--- config.mk ---
export PLATFORM = sky130hd
export DESIGN_NAME = sdram_refresh_sched
export DESIGN_NICKNAME = d
export VERILOG_FILES = /design/src/rtl/sdram_ctrl_pkg.sv /design/src/rtl/sdram_refresh_timer.sv /design/src/rtl/sdram_refresh_sched.sv
export SDC_FILE = /design/constraint.sdc
export NUM_CORES = 1
export LEC_CHECK = 0
export BUFFER_PORTS_ARGS = -buffer_cell sky130_fd_sc_hd__buf_2
export CAP_MARGIN = 40
export CORE_MARGIN = 10
export CORE_UTILIZATION = 50
export DETAILED_ROUTE_END_ITERATION = 12
export HOLD_SLACK_MARGIN = 0.05
export PLACE_DENSITY_LB_ADDON = 0.15
export SYNTH_ARGS = -nofsm -noshare
export SYNTH_HDL_FRONTEND = slang
export SYNTH_SLANG_ARGS = --single-unit
--- constraint.sdc ---
create_clock -name sdram_clk -period 2.25 [get_ports sdram_clk]
set_clock_uncertainty 0.15 [all_clocks]
set_input_delay 0.225 -clock sdram_clk [delete_from_list [all_inputs] [get_ports sdram_clk]]
set_output_delay 0.225 -clock sdram_clk [all_outputs]
set_load 0.005 [all_outputs]
--- src/rtl/sdram_ctrl_pkg.sv ---
// Shared SDRAM controller types: refresh FSM state encoding and pending-count width.
package sdram_ctrl_pkg;

  localparam int PEND_W = 4;

  typedef enum logic [1:0] {
    ST_IDLE = 2'd0,
    ST_REQ  = 2'd1,
    ST_TRC  = 2'd2
  } ref_state_e;

endpackage

--- src/rtl/sdram_refresh_timer.sv ---
// Refresh interval down-counter: one-cycle tick every REF_INTERVAL cycles once init is done.
// Tick is combinational from the counter register; held at reload while init_done_i is low.
module sdram_refresh_timer #(
  parameter int REF_INTERVAL = 781
) (
  input  logic sdram_clk,
  input  logic sdram_rst,
  input  logic init_done_i,
  output logic tick_o
);

  localparam int CNT_W = (REF_INTERVAL > 1) ? $clog2(REF_INTERVAL) : 1;
  localparam logic [CNT_W-1:0] RELOAD = CNT_W'(REF_INTERVAL - 1);

  logic [CNT_W-1:0] cnt_q, cnt_d;

  always_comb begin
    cnt_d  = cnt_q;
    tick_o = 1'b0;
    if (!init_done_i) begin
      cnt_d = RELOAD;
    end else if (cnt_q == '0) begin
      tick_o = 1'b1;
      cnt_d  = RELOAD;
    end else begin
      cnt_d = cnt_q - CNT_W'(1);
    end
  end

  always_ff @(posedge sdram_clk or posedge sdram_rst) begin
    if (sdram_rst) cnt_q <= RELOAD;
    else           cnt_q <= cnt_d;
  end

endmodule

--- src/rtl/sdram_refresh_sched.sv ---
// SDRAM refresh scheduler: tracks owed refreshes, requests REF one cycle after the IDLE condition, holds tRC.
// SDRAM_REFRESH_BURST_EN: drain owed refreshes back-to-back from TRC instead of returning to IDLE.
module sdram_refresh_sched
  import sdram_ctrl_pkg::*;
#(
  parameter int REF_INTERVAL  = 781,
  parameter int MAX_POSTPONE  = 8,
  parameter int URGENT_THRESH = 6,
  parameter int tRC           = 7
) (
  input  logic              sdram_clk,
  input  logic              sdram_rst,
  input  logic              init_done_i,
  input  logic              idle_i,
  output logic              ref_req_o,
  input  logic              ref_ack_i,
  output logic              ref_urgent_o,
  output logic              busy_o,
  output logic [PEND_W-1:0] pending_o,
  output logic              ovf_o
);

  localparam int TRC_W = (tRC > 1) ? $clog2(tRC) : 1;
  localparam logic [TRC_W-1:0]  TRC_LOAD = TRC_W'(tRC - 1);
  localparam logic [PEND_W-1:0] MAX_P    = PEND_W'(MAX_POSTPONE);
  localparam logic [PEND_W-1:0] URG_P    = PEND_W'(URGENT_THRESH);

  ref_state_e        state_q, state_d;
  logic [TRC_W-1:0]  trc_q, trc_d;
  logic [PEND_W-1:0] pending_q, pending_d;
  logic              ovf_q, ovf_d;
  logic              tick;
  logic              ack_acc;

  sdram_refresh_timer #(
    .REF_INTERVAL(REF_INTERVAL)
  ) u_timer (
    .sdram_clk  (sdram_clk),
    .sdram_rst  (sdram_rst),
    .init_done_i(init_done_i),
    .tick_o     (tick)
  );

  // An ack only counts while a request is actually outstanding.
  assign ack_acc = ref_ack_i && (state_q == ST_REQ);

  always_comb begin
    pending_d = pending_q;
    ovf_d     = ovf_q;
    if (!init_done_i) begin
      pending_d = '0;
    end else if (tick && !ack_acc) begin
      if (pending_q >= MAX_P) ovf_d = 1'b1;
      else                    pending_d = pending_q + PEND_W'(1);
    end else if (ack_acc && !tick) begin
      pending_d = pending_q - PEND_W'(1);
    end
  end

  always_comb begin
    state_d = state_q;
    trc_d   = trc_q;
    if (!init_done_i) begin
      state_d = ST_IDLE;
      trc_d   = '0;
    end else begin
      case (state_q)
        ST_IDLE: begin
          if ((pending_q != '0) && (idle_i || (pending_q >= URG_P))) state_d = ST_REQ;
        end
        ST_REQ: begin
          if (ref_ack_i) begin
            state_d = ST_TRC;
            trc_d   = TRC_LOAD;
          end
        end
        ST_TRC: begin
          if (trc_q == '0) begin
`ifdef SDRAM_REFRESH_BURST_EN
            state_d = (pending_q != '0) ? ST_REQ : ST_IDLE;
`else
            state_d = ST_IDLE;
`endif
          end else begin
            trc_d = trc_q - TRC_W'(1);
          end
        end
        default: state_d = ST_IDLE;
      endcase
    end
  end

  always_ff @(posedge sdram_clk or posedge sdram_rst) begin
    if (sdram_rst) begin
      state_q   <= ST_IDLE;
      trc_q     <= '0;
      pending_q <= '0;
      ovf_q     <= 1'b0;
    end else begin
      state_q   <= state_d;
      trc_q     <= trc_d;
      pending_q <= pending_d;
      ovf_q     <= ovf_d;
    end
  end

  // Outputs decode registers only, so reset clears them without a clock edge.
  assign ref_req_o    = (state_q == ST_REQ);
  assign busy_o       = (state_q == ST_TRC);
  assign ref_urgent_o = (pending_q >= URG_P) || busy_o;
  assign pending_o    = pending_q;
  assign ovf_o        = ovf_q;

endmodule

==> flow_metrics.py <==
metrics = {
    "logic_synthesis": {
        "ys_ff_latch": 20,
        "netlist_area_um2": 1100,
        "netlist_top_cells_area": "dfrtp_1 36%, dfstp_2 9.6%, ha_1 6.8%, xor2_1 6.4%, nor2_1 5.5%",
        "synth_top_flop_cell": "dfrtp_1",
        "synth_edf_count": 0,
        "synth_warnings": 0,
        "synth_cells": 112,
        "avgSynthCellArea_um2": 9.80,
        "ys_async_sr_fraction_pct": 100,
        "synth_cell_types": 33,
        "synth_nets": 123,
        "seq_area_frac_synth_pct": 46.1,
        "synth_top_cell_area_share_pct": 36.5,
        "yosysTopAreaCell": "dfrtp_1",
    },
    "placed_design": {
        "dp_hpwl_um": 1660,
        "io_buffers": 12,
        "dp_cells": 156,
        "gp_congestion": 0.761,
    },
    "sta": {
        "slew_headroom_pct": 49.9,
        "tightest_slew_ns": 0.750,
        "fmax_ghz": 0.453,
        "period_minus_slack_ns": 2.21,
        "setup_tns_ns": 0,
        "hold_viol": 0,
        "period_share_pct": 98.1,
        "setup_viol": 0,
        "slew_violations": 0,
    },
    "clock_network": {
        "clock_sinks": 20,
        "htree_levels": 1,
        "clk_pin_slew_ns": 0.11,
        "clockBufferDepth": 2,
        "numCtsBuffers": 3,
        "clock_latency_ns": 0.30,
        "cts_tree": "built",
        "cts_root_buf": "clkbuf_4",
    },
    "final_layout": {
        "nNetsFinal": 153,
        "antenna_cells": 0,
        "fin_cells": 168,
        "final_cell_mix": "16 x nor2_1, 16 x dfrtp_1, 12 x nand2_1, 12 x buf_2, 11 x buf_4",
        "syn_to_final_growth_pct": 26.0,
        "drive_above_1_share_pct": 34.0,
    },
    "floorplan": {
        "core_area_um2": 2020,
        "top_level_ports": 13,
        "initial_utilization_pct": 54.3,
        "rows": 16,
        "chipHeight_um": 66.8,
        "fp.dieW_um": 66.8,
        "die-area_um2": 4470,
    },
    "worst_setup_path": {
        "startpoint_type": "flip-flop",
        "crit_fanout": 2,
        "critical_path_arrival_ns": 2.24,
        "cp.required_ns": 2.28,
        "critPathKind": "reg2reg",
        "crit_path_end_kind": "flip-flop",
    },
    "flow_run": {
        "cap_violations": 0,
    },
    "detailed_routing": {
        "drtAntennaViolNets": 0,
        "vias": 888,
        "wire_per_inst_um": 13.8,
        "post-route-drc-count": 0,
        "wl_um": 2320,
        "drt_iter0_drc": 34,
        "via_per_inst": 5.29,
        "drt_first_pass_iters": 4,
    },
    "global_routing": {
        "use_met2_pct": 19.0,
        "busiest_layer": "met2",
        "use_met1_pct": 11.6,
        "grt_max_degree": 21,
        "use_met3_pct": 3.18,
        "grt_pass1_wl_um": 3840,
        "grtUsageTotal_pct": 10.8,
        "antenna_found_initial": 0,
        "overflow": 0,
        "grt_pass1_vias": 915,
    },
    "power_and_ir_drop": {
        "peakVddDrop_v": 0.000412,
        "leakagePower_nw": 0.651,
        "p_per_area_nw_per_um2": 710,
    },
    "run_status": {
        "outcome": "finished clean",
    },
    "hold_path": {
        "hold_path_class": "in2reg",
    },
}
-- metal layers --
metal / part of all wire, % / vias up
li1: - / 441
met1: 44 / 429
met2: 50 / 14
met3: 5.1 / 4
met4: 1.2 / 0
met5: 0 / -
-- cell families after synthesis --
family / after synthesis / share of synthesized area (%)
AND/OR/NAND/NOR: 46 / 21.8
buffers and inverters: 9 / 3.08
adder cells (fa/ha/maj): 6 / 6.84
XOR/XNOR: 12 / 9.58
flip-flops: 20 / 46.1
AO/OA/AOI/OAI: 16 / 9.81
multiplexers: 3 / 2.85
-- critical path: stages (launching register included) --
cell	delay [ns]
dfrtp_1	0.40
inv_2	0.07
ha_2	0.16
nor3b_4	0.18
and4_4	0.26
nand2_4	0.06
buf_4	0.13
xor2_1	0.14
ha_2	0.19
a21oi_2	0.11
xor2_1	0.16
o22ai_1	0.09
-- where the power goes --
group | internal, mW | switching, mW
combinational | 0.161 | 0.145
clock | 0.0986 | 0.104
sequential | 0.408 | 0.0656
-- cell usage after synthesis, types with 2 or more instances --
master / n
a21oi_1: 6
dfrtp_1: 16
dfstp_2: 4
ha_1: 6
inv_1: 7
mux2i_1: 2
nand2_1: 13
nand3_1: 2
nor2_1: 16
nor3_1: 5
o21ai_0: 2
or3_1: 2
xnor2_1: 4
xor2_1: 8
-- final cells by class --
type | instances | area, µm²
flip-flops and latches | 20 | 505
repair buffers | 26 | 173
inverters | 8 | 30.0
multi-input cells | 83 | 604
fillers | 161 | 639
well taps | 27 | 33.8
clock buffers | 4 | 36.3
-- worst paths after layout --
| path | start | to | slack, ns | depth (start not counted) |
|---|---|---|---|---|
| max | u_timer.cnt_q[1] | pending_o[2] | 0.04 | 11 |
| min in group asynchronous | sdram_rst | u_timer.cnt_q[1] | 0.45 | 3 |
| max in group asynchronous | sdram_rst | pending_o[3] | 1.02 | 3 |
| min | init_done_i | ovf_o | 0.13 | 2 |
| max reg2reg | u_timer.cnt_q[1] | pending_o[2] | 0.04 | 11 |
| min reg2reg | ovf_o | ovf_o | 0.33 | 1 |
-- state kept, by name, summed over array words and instances, names as in the netlist --
name / flops
pending_o: 4
state_q: 2
ovf_o: 1
u_timer.cnt_q: 10
trc_q: 3
-- what timing repair did --
action,in CTS,in global routing
endpoints found under the setup margin,2,3
buffers inserted,1,4
resized for setup,2,8
pin swaps,0,5
hold buffers,3,0
endpoints found under the hold margin,18,0
-- stage by stage --
| stage | power [mW] | util [%] | cell area [µm²] | worst slack [ns] | hold WS [ns] |
|---|---|---|---|---|---|
| 6_report | 0.982 | 68.4 | 1380 | 0.0428 | 0.132 |
| 3_5_place_dp | 0.753 | 61.5 | 1240 | -0.0483 | 0.245 |
| 2_1_floorplan | 0.661 | - | 1110 | 0.00162 | 0.0359 |
| 3_3_place_gp | 0.740 | 61.5 | 1240 | 0.0427 | 0.239 |
| 5_1_grt | 1.06 | 68.4 | 1380 | -0.0336 | 0.125 |
| 4_1_cts | 0.978 | 65.6 | 1330 | -0.0116 | 0.0584 |
No activity file was read; power rests on OpenSTA's default activity.
